$ cat src/rtl/mips_pkg.sv
// Shared MIPS core definitions: memory-op encodings, exception codes and the
// memory-stage FSM state type.
package mips_pkg;

  typedef logic [3:0] mem_op_t;

  localparam mem_op_t OP_NONE = 4'd0;
  localparam mem_op_t OP_LW   = 4'd1;
  localparam mem_op_t OP_LH   = 4'd2;
  localparam mem_op_t OP_LHU  = 4'd3;
  localparam mem_op_t OP_LB   = 4'd4;
  localparam mem_op_t OP_LBU  = 4'd5;
  localparam mem_op_t OP_SW   = 4'd6;
  localparam mem_op_t OP_SH   = 4'd7;
  localparam mem_op_t OP_SB   = 4'd8;

  typedef logic [4:0] exc_code_t;

  localparam exc_code_t EXC_NONE = 5'd0;
  localparam exc_code_t EXC_ADEL = 5'd4;
  localparam exc_code_t EXC_ADES = 5'd5;
  localparam exc_code_t EXC_DBE  = 5'd7;

  typedef logic [1:0] state_t;

  localparam state_t ST_IDLE = 2'd0;
  localparam state_t ST_REQ  = 2'd1;
  localparam state_t ST_DONE = 2'd2;

  function automatic logic op_is_store(input mem_op_t op);
    return (op == OP_SW) || (op == OP_SH) || (op == OP_SB);
  endfunction

endpackage

$ cat src/rtl/mem_lane_align.sv
// Little-endian lane alignment: store byte-enable/data replication, load
// byte/half extraction with sign or zero extension, and alignment fault detect.
module mem_lane_align
  import mips_pkg::*;
(
  input  logic [3:0]  op,
  input  logic [1:0]  addr_lo,
  input  logic [31:0] store_data,
  input  logic [31:0] load_data,
  output logic        misaligned,
  output logic [3:0]  be,
  output logic [31:0] wdata,
  output logic [31:0] rdata_ext
);

  logic [7:0]  byte_sel;
  logic [15:0] half_sel;

  always_comb begin
    misaligned = 1'b0;
    be         = '0;
    wdata      = '0;
    rdata_ext  = '0;
    byte_sel   = load_data[{addr_lo, 3'b000} +: 8];
    half_sel   = addr_lo[1] ? load_data[31:16] : load_data[15:0];
    case (op)
      OP_LW: begin
        misaligned = (addr_lo != 2'b00);
        be         = '1;
        rdata_ext  = load_data;
      end
      OP_LH: begin
        misaligned = addr_lo[0];
        be         = '1;
        rdata_ext  = {{16{half_sel[15]}}, half_sel};
      end
      OP_LHU: begin
        misaligned = addr_lo[0];
        be         = '1;
        rdata_ext  = {16'h0000, half_sel};
      end
      OP_LB: begin
        be        = '1;
        rdata_ext = {{24{byte_sel[7]}}, byte_sel};
      end
      OP_LBU: begin
        be        = '1;
        rdata_ext = {24'h000000, byte_sel};
      end
      OP_SW: begin
        misaligned = (addr_lo != 2'b00);
        be         = '1;
        wdata      = store_data;
      end
      OP_SH: begin
        misaligned = addr_lo[0];
        be         = addr_lo[1] ? 4'b1100 : 4'b0011;
        wdata      = {2{store_data[15:0]}};
      end
      OP_SB: begin
        be    = 4'b0001 << addr_lo;
        wdata = {4{store_data[7:0]}};
      end
      default: ;
    endcase
  end

endmodule

$ cat src/rtl/mem_stage_bus_ctrl.sv
// M-stage data-bus controller: single-outstanding req/ack access with pipeline
// hold. Optional bus timeout (DBE) enabled by defining MEM_TIMEOUT_EN.
module mem_stage_bus_ctrl
  import mips_pkg::*;
#(
  parameter int unsigned TIMEOUT = 255,
  parameter int unsigned ADDR_W  = 32
) (
  input  logic              clk,
  input  logic              reset,
  input  logic              valid_M,
  input  logic [3:0]        mem_op_M,
  input  logic [31:0]       aluRet_M,
  input  logic [31:0]       rt_M,
  input  logic [4:0]        excCode_M,
  input  logic              flush_M,
  output logic              stall_M,
  output logic [31:0]       rdata_M,
  output logic [4:0]        excCode_out,
  output logic              bus_req,
  output logic              bus_we,
  output logic [ADDR_W-1:0] bus_addr,
  output logic [3:0]        bus_be,
  output logic [31:0]       bus_wdata,
  input  logic              bus_ack,
  input  logic [31:0]       bus_rdata
);

  state_t      state;
  logic [3:0]  op_q;
  logic [1:0]  lo_q;
  logic [4:0]  exc_q;
  logic [31:0] rdata_q;

  logic [3:0]  align_op;
  logic [1:0]  align_lo;
  logic        misaligned;
  logic [3:0]  be_gen;
  logic [31:0] wdata_gen;
  logic [31:0] rdata_ext;
  logic        slot_live;
  logic        accept;
  logic        fault;
  logic        expired;
  logic [4:0]  exc_mux;

  // One aligner serves both directions: current inputs while idle, the
  // latched op/offset while the request is outstanding.
  assign align_op = (state == ST_REQ) ? op_q : mem_op_M;
  assign align_lo = (state == ST_REQ) ? lo_q : aluRet_M[1:0];

  mem_lane_align u_align (
    .op         (align_op),
    .addr_lo    (align_lo),
    .store_data (rt_M),
    .load_data  (bus_rdata),
    .misaligned (misaligned),
    .be         (be_gen),
    .wdata      (wdata_gen),
    .rdata_ext  (rdata_ext)
  );

  assign slot_live = valid_M && (mem_op_M != OP_NONE) && (excCode_M == EXC_NONE)
                     && !flush_M && (state == ST_IDLE);
  assign accept    = slot_live && !misaligned;
  assign fault     = slot_live && misaligned;

`ifdef MEM_TIMEOUT_EN
  logic [7:0] wait_cnt;

  always_ff @(posedge clk or negedge reset) begin
    if (!reset) begin
      wait_cnt <= '0;
    end else if (accept) begin
      wait_cnt <= '0;
    end else if (state == ST_REQ) begin
      wait_cnt <= wait_cnt + 8'd1;
    end
  end

  assign expired = (wait_cnt == 8'(TIMEOUT - 1));
`else
  assign expired = 1'b0;
`endif

  always_ff @(posedge clk or negedge reset) begin
    if (!reset) begin
      state     <= ST_IDLE;
      op_q      <= OP_NONE;
      lo_q      <= '0;
      exc_q     <= EXC_NONE;
      rdata_q   <= '0;
      bus_req   <= 1'b0;
      bus_we    <= 1'b0;
      bus_addr  <= '0;
      bus_be    <= '0;
      bus_wdata <= '0;
    end else begin
      case (state)
        ST_IDLE: begin
          if (accept) begin
            state     <= ST_REQ;
            op_q      <= mem_op_M;
            lo_q      <= aluRet_M[1:0];
            bus_req   <= 1'b1;
            bus_we    <= op_is_store(mem_op_M);
            bus_addr  <= ADDR_W'({aluRet_M[31:2], 2'b00});
            bus_be    <= be_gen;
            bus_wdata <= wdata_gen;
          end
        end
        ST_REQ: begin
          if (bus_ack) begin
            state   <= ST_DONE;
            bus_req <= 1'b0;
            rdata_q <= rdata_ext;
            exc_q   <= EXC_NONE;
          end else if (expired) begin
            state   <= ST_DONE;
            bus_req <= 1'b0;
            rdata_q <= '0;
            exc_q   <= EXC_DBE;
          end
        end
        ST_DONE: begin
          state   <= ST_IDLE;
          rdata_q <= '0;
          exc_q   <= EXC_NONE;
        end
        default: begin
          state   <= ST_IDLE;
          bus_req <= 1'b0;
        end
      endcase
    end
  end

  // Upstream exceptions win over alignment faults; DONE reports the bus result.
  always_comb begin
    exc_mux = EXC_NONE;
    if (state == ST_DONE) begin
      exc_mux = exc_q;
    end else if (state == ST_IDLE) begin
      if (excCode_M != EXC_NONE) begin
        exc_mux = excCode_M;
      end else if (fault) begin
        exc_mux = op_is_store(mem_op_M) ? EXC_ADES : EXC_ADEL;
      end
    end
  end

  assign excCode_out = reset ? exc_mux : EXC_NONE;
  assign stall_M     = reset && (accept || (state == ST_REQ));
  assign rdata_M     = rdata_q;

endmodule
$ cat config.mk
export PLATFORM = sky130hd
export DESIGN_NAME = mem_stage_bus_ctrl
export DESIGN_NICKNAME = d
export VERILOG_FILES = /design/src/rtl/mips_pkg.sv /design/src/rtl/mem_lane_align.sv /design/src/rtl/mem_stage_bus_ctrl.sv
export SDC_FILE = /design/constraint.sdc
export NUM_CORES = 1
export LEC_CHECK = 0
export CAP_MARGIN = 20
export CORE_MARGIN = 2
export CORE_UTILIZATION = 44
export CTS_CLUSTER_DIAMETER = 40
export DETAILED_ROUTE_END_ITERATION = 16
export PLACE_DENSITY = 0.81
export SLEW_MARGIN = 0
export SYNTH_ARGS = -nofsm -noshare
export SYNTH_HDL_FRONTEND = slang
export SYNTH_SLANG_ARGS = --single-unit
$ cat constraint.sdc
create_clock -name clk -period 2.8 [get_ports clk]
set_input_delay 0.56 -clock clk [delete_from_list [all_inputs] [get_ports clk]]
set_output_delay 0.56 -clock clk [all_outputs]
set_load 0.005 [all_outputs]
# Yosys cells after proc, flatten, opt, wreduce, memory -nomap -nowiden
# Cells that the tools add are included.
# word_totals
ramBits,0
n_memories,0
word_cells,77
regBits,113
mem_bits_ro,0
latchBits,0
# classes
addsub,0
shifts,2
n_mux,24
n_reduce_logical,25
magnitude_cmp,0
n_eq_ne,15
div,0
n_bitwise,1
multipliers,0
# op_table
operator,n
case mux 32 bit (5 select lines),1
case mux 32 bit (3 select lines),1
case mux 32 bit (2 select lines),1
two-way mux 32 bit,1
indexed part select 32 x 6 -> 8 bit,1
two-way mux 5 bit,5
"== test 4 x 3 -> 1 bit, second input constant",6
two-way mux 16 bit,1
case mux 4 bit (3 select lines),1
case mux 5 bit (2 select lines),1
"== test 4 x 2 -> 1 bit, second input constant",2
"== test 4 bit, second input constant",2
two-way mux 4 bit,2
logical AND 1 bit,7
two-way mux 2 bit,3
AND reduction 2 bit,3
OR reduction 6 bit,1
logical NOT 5 bit,1
nonzero test 5 bit,1
"== test 4 x 1 -> 1 bit, second input constant",1
"inequality test 2 bit, second input constant",2
case mux 2 bit (2 select lines),1
nonzero test 2 bit,2
nonzero test 4 bit,1
other kinds (14),19

# Longest topological paths before layout
# Gate-level depths: netlist (run 1).
# logic_depth
depth_word,11
ltp_mapped,8
depth_no_buf,5

# Hierarchy
# From an unflattened synthesis (run 1), not the netlist that was laid out.
# hier_totals
hier_cells,466
area_unflattened_um2,5683.0
# modules_own_cells
mod,n_inst,area_per_inst_um2,seq_area_each_um2,cells_each
mem_stage_bus_ctrl,1,4315.4,2702.6,268
mem_lane_align,1,1367.6,0.0,198

# Worst setup path before layout (run 1)
# OpenSTA, ideal clock, no wires.
# synth_timing
path_kind,flip-flop to output port
start,reg state[1]
end,out stall_M
slack_ns,0.193
required_ns,2.240
arrival_ns,2.047
path_stages_with_launch,9
n_path_buf,3
cell_sequence,dfrtp_1 -> nor2b_1 -> clkbuf_1 -> mux2i_1 -> nor2_1 -> a221oi_2 -> buf_6 -> buf_4 -> o21a_1
# synth_via
elab_chain_cells,9
word_cells_on_any_way,18
cone_classes,eq/ne (6); mux (3); reduce/logical (9)
# synth_rtl
element,line_no,text
from (decl),mem_stage_bus_ctrl.sv:29,state_t state;
from (signal assigned),mem_stage_bus_ctrl.sv:88,state <= ST_IDLE;
from (signal assigned),mem_stage_bus_ctrl.sv:102,state <= ST_REQ;
from (signal assigned),mem_stage_bus_ctrl.sv:114,state <= ST_DONE;
== test 2 x 1 -> 1 bit,"mem_stage_bus_ctrl.sv:49, mem_stage_bus_ctrl.sv:50, mem_stage_bus_ctrl.sv:153",
two-way mux 4 bit,mem_stage_bus_ctrl.sv:49,assign align_op = (state == ST_REQ) ? op_q : mem_op_M;
== test 4 x 3 -> 1 bit (tied with other cells),mem_lane_align.sv:26,case (op)
OR reduction 3 bit (no line) / OR reduction 2 bit (equally long branches),-,
case mux 1 bit (2 select lines),mem_lane_align.sv:26,
logical NOT 1 bit,mem_stage_bus_ctrl.sv:65,assign accept = slot_live && !misaligned;
logical AND 1 bit,mem_stage_bus_ctrl.sv:65,
logical OR 1 bit (*),mem_stage_bus_ctrl.sv:153,assign stall_M = reset && (accept || (state == ST_REQ));
logical AND 1 bit (*),mem_stage_bus_ctrl.sv:153,
to (decl),mem_stage_bus_ctrl.sv:17,"output logic stall_M,"
# Mark *: on every way between the ends. The rest lies on a longest branch, timed or not.

# Final worst setup path (run 1)
# Same ends and word-level chain as after synthesis.

==> results of run 1 <==
## power breakdown
part	leakage [nW]	internal, W	switching, W
sequential	1.44	0.00171	0.0000977
clock	0.153	0.000808	0.000564
combinational	2.32	0.000572	0.000335
total	3.92	0.00309	0.000997
## placed cells by master, fill, tap and decap left out, drive strengths merged, types with 3 or more instances in the layout
cell type and n:
o2bb2ai 8, a221o 15, a22oi 17, clkbuf 13, o21ai 11, nand2b 4
nor4b 3, a32o 8, mux2 66, dlymetal6s2s 3, clkdlybuf4s50 201, dlygate4sd2 7
nand2 5, nor2b 4, and2 15, mux4 7, a22o 23, dfrtp 108
a311o 4, a21oi 9, nor3 4, nor2 12, nand4 3, inv 16
buf 56, nand3 18, mux2i 24
## final cells by class
type,count,area (um2)
Timing Repair Buffer,268,2580
Multi-Input combinational cell,294,2690
Clock buffer,12,246
Clock inverter,4,72.6
Fill cell,881,3600
Sequential cell,108,2710
Tap cell,168,210
Inverter,16,60.1
## cell usage after synthesis (2+ instances only)
cell type	number	share of area (%)
sky130_fd_sc_hd__a221o_1	15	2.7
sky130_fd_sc_hd__buf_6	4	0.81
sky130_fd_sc_hd__a32o_1	8	1.4
sky130_fd_sc_hd__and2_1	14	1.6
sky130_fd_sc_hd__mux4_2	7	2.8
sky130_fd_sc_hd__nor3_1	4	0.36
sky130_fd_sc_hd__mux2i_2	2	0.50
sky130_fd_sc_hd__a21oi_1	8	0.72
sky130_fd_sc_hd__inv_1	16	1.1
sky130_fd_sc_hd__nand4_1	3	0.34
sky130_fd_sc_hd__nand3_1	18	1.6
sky130_fd_sc_hd__and3_1	2	0.23
sky130_fd_sc_hd__buf_4	8	1.1
sky130_fd_sc_hd__dfrtp_1	108	49
sky130_fd_sc_hd__nand2_1	5	0.34
sky130_fd_sc_hd__mux2i_1	21	3.8
sky130_fd_sc_hd__a22oi_1	17	2.3
sky130_fd_sc_hd__o21ai_0	11	0.99
sky130_fd_sc_hd__nor2_1	11	0.75
sky130_fd_sc_hd__nor4b_1	3	0.47
sky130_fd_sc_hd__nand2b_1	4	0.45
sky130_fd_sc_hd__mux2_1	45	9.2
sky130_fd_sc_hd__o21a_1	2	0.27
sky130_fd_sc_hd__o2bb2ai_1	8	1.3
sky130_fd_sc_hd__a22o_1	23	3.6
sky130_fd_sc_hd__a311o_1	4	0.72
sky130_fd_sc_hd__nor3b_1	2	0.27
sky130_fd_sc_hd__mux2_2	21	4.3
sky130_fd_sc_hd__nand3b_1	2	0.27
sky130_fd_sc_hd__a21o_1	2	0.27
sky130_fd_sc_hd__nor2b_1	4	0.45
sky130_fd_sc_hd__buf_2	4	0.36
sky130_fd_sc_hd__clkbuf_1	18	1.2
sky130_fd_sc_hd__nor4bb_1	2	0.36
sky130_fd_sc_hd__a31oi_1	2	0.23
## state kept, by name, summed over array words and instances (netlist names)
signal,cells
bus_req,1
bus_wdata,32
state,2
lo_q,2
bus_be,4
bus_addr,30
rdata_M,32
bus_we,1
op_q,4
## per-stage QoR
| step | TNS, ns | hold WS [ns] |
|---|---|---|
| after floorplan | 0 | 0.264 |
| after CTS | 0 | 0.295 |
| final | 0 | 0.297 |
| after global routing | -0.130 | 0.335 |
| after global placement | -30.03 | 0.463 |
| after detailed placement | -31.34 | 0.474 |
## kinds of logic (layout without fill, tap and decap cells)
logic type      after synthesis  in the layout  synth area share [%]
simple gates                 84             84                  9.02
other cells                   1              2                0.0678
buf+inv                      51            300                  4.63
mux                          97             97                  21.0
flops                       108            108                  48.8
compound gates              111            111                  16.5
## metal layers
layer / global-route usage (%) / vias to the layer above
met5: 0 / -
met4: 12.4 / 0
met3: 7.42 / 38
met2: 45.8 / 263
met1: 32.2 / 2485
li1: - / 2222
## worst min-delay path by stage
stage / to / startpoint / depth (start not counted) / slack (ns)
finish: op_q[3]$_DFFE_PN0P_ / reset / 2 / 0.30
global route: op_q[3]$_DFFE_PN0P_ / reset / 2 / 0.34
CTS: bus_we$_DFFE_PN0P_ / reset / 2 / 0.29
detailed placement: bus_addr[5]$_DFFE_PN0P_ / bus_addr[5]$_DFFE_PN0P_ / 1 / 0.47
global placement: bus_req$_DFFE_PN0P_ / bus_req$_DFFE_PN0P_ / 1 / 0.46
floorplan: bus_addr[10]$_DFFE_PN0P_ / reset / 0 / 0.26
## what timing repair did
| item | CTS | global route |
|---|---|---|
| hold buffers | 0 | 0 |
| endpoints found under the setup margin | 63 | 67 |
| setup buffers | 10 | 3 |
| pin swaps | 11 | 11 |
| gates resized for setup | 39 | 12 |
==> flow_summary_export.csv, run 1 <==
group,metric,value,unit
setup_path,endpoint_kind,"primary output",
logic_synthesis,synth.ff_latch_count,108,
sta,slew_headroom,34.4,%
sta,shortest_clock_period_the_worst_path_allows_after_layout,2.79,ns
setup_path,timing.critical_path.depth,7,
setup_path,critical_path.cell_chain,"buf_4 > nor2b_2 > mux2i_2 > nor2_1 > a221oi_4 > o21a_1 > buf_2",
finish,finalCoreUtilization,70.4,%
logic_synthesis,synth-edff-count,0,
logic_synthesis,async_flop_share,100,%
setup_path,critical_path.reg2reg.startpoint,"state[1]$_DFFE_PN0P_",
hold_path,worst_hold_path_type,"input port to async pin",
setup_path,worst-endpoint-arrival,2.23,ns
routing,drc_violation_count_after_routing,0,
place,place_inst,842,
logic_synthesis,avgSynthCellArea,12.2,um2
finish,area_delta_synth_final,54.8,%
logic_synthesis,postSynth.topFlopCell,"sky130_fd_sc_hd__dfrtp_1",
setup_path,cp_data_required_time,2.24,ns
finish,n_diodes,0,
clocking,cts.clk_slew.worst_paths,0.07,ns
sta,rsz0062_at_grt,"yes",
place,post-place-ws,-0.614,ns
clocking,clock_sink_count,108,
routing,met3_wl_post_dr,1.65,mm
finish,design.final.nets,807,
clocking,cts_root_buf,"sky130_fd_sc_hd__clkbuf_16",
sta,maxSlewViolCount,0,
sta,finalClockSkew,0.00694,ns
run,maxcap_violations,0,
sta,setup_slack,0.0144,ns
setup_path,timing.critical_path.from_type,"flip-flop",
sta,worst-slew-pin-transition,0.984,ns
setup_path,worst_r2r_endpoint,"bus_wdata[16]$_DFFE_PN0P_",
setup_path,reg2reg_setup_slack,0.08,ns
clocking,number_of_buffers_created_by_cts,9,
setup_path,setup.worst_path.class,"flip-flop to primary output",
routing,maxUsedRoutingLayer,"met4",
routing,wl_met2,8.76,mm
logic_synthesis,synth_cell_type_count,59,
clocking,cts-root-to-sink-buffers,2,
sta,timing.final.crit_share,99.5,%
routing,dr_total_vias,5008,
setup_path,worst-path-buf-inv,2,
global_routing,globalRouteOverflowTotal,0,
logic_synthesis,yosysWarningCount,0,
setup_path,critPathSlowestCell,"sky130_fd_sc_hd__dfrtp_2",
global_routing,grt_pass1_wl,27.7,mm
setup_path,worst-path-max-fanout,5,
global_routing,grt_antenna_before_repair,0,
routing,drt_iter0_drc,359,
power_and_ir_drop,finalPower,0.00408,W
finish,post_route_cells_drive_above_1_share,17.4,%
floorplan,floorplan.die_area,0.0135,mm2
routing,drt-pass1-iter-count,5,
routing,routedWlPerCell,20.6,um
place,detailed_place_hpwl,12.7,mm
sta,timing.final.setup_violations,0,
global_routing,grt_usage,27.0,%
clocking,cts_tree,"built",
floorplan,floorplan.die.width,116,um
finish,layout.cells.non_filler,870,
clocking,clock_latency,0.35,ns
place,gp_congestion,0.910,
setup_path,setup.worst_path.start,"state[1]$_DFFE_PN0P_",
floorplan,core,0.0122,mm2
logic_synthesis,post_synth_inst_count,452,
floorplan,initial_utilization,45.5,%
logic_synthesis,synth.cell_area,0.00553,mm2
floorplan,die_height,116,um
status,outcome,"complete, no violations",
finish,final_design_area_no_fill,0.00856,mm2
setup_path,ff2ff_path_depth,8,
place,buffer_ports.inserted,215,
place,placed_cell_area,0.00805,mm2
setup_path,worstSetupEndpoint,"stall_M",
clocking,htreeDepth,3,
floorplan,io_count,218,
setup_path,timing.critical_path.slowest_cell_delay,0.45,ns
sta,timing.final.hold_violations,0,
routing,total_routed_length,17.9,mm
global_routing,grt_pass1_vias,5266,
routing,route.antenna.remaining_nets,0,
power_and_ir_drop,cellPowerDensity,477,mW/mm2
floorplan,core.rowCount,40,
routing,m1WireLength,7.00,mm
setup_path,path_delay_family,"compound AO/OA/AOI/OAI gates",
logic_synthesis,ys_seq_area_share,48.8,%
routing,vias_per_cell,5.76,
sta,highest_clock_rate,0.359,GHz
power_and_ir_drop,max-vdd-ir-drop,0.291,mV
power_and_ir_drop,cellLeakagePower,3.92,nW
global_routing,grt_max_degree,76,
No activity file was read; power rests on OpenSTA's default activity.
==> run 2: changes to the inputs <==
- GPL_ROUTABILITY_DRIVEN: unset -> 0
==> results of run 2 <==
Final layout, timing and power as in run 1 (identical DEF).
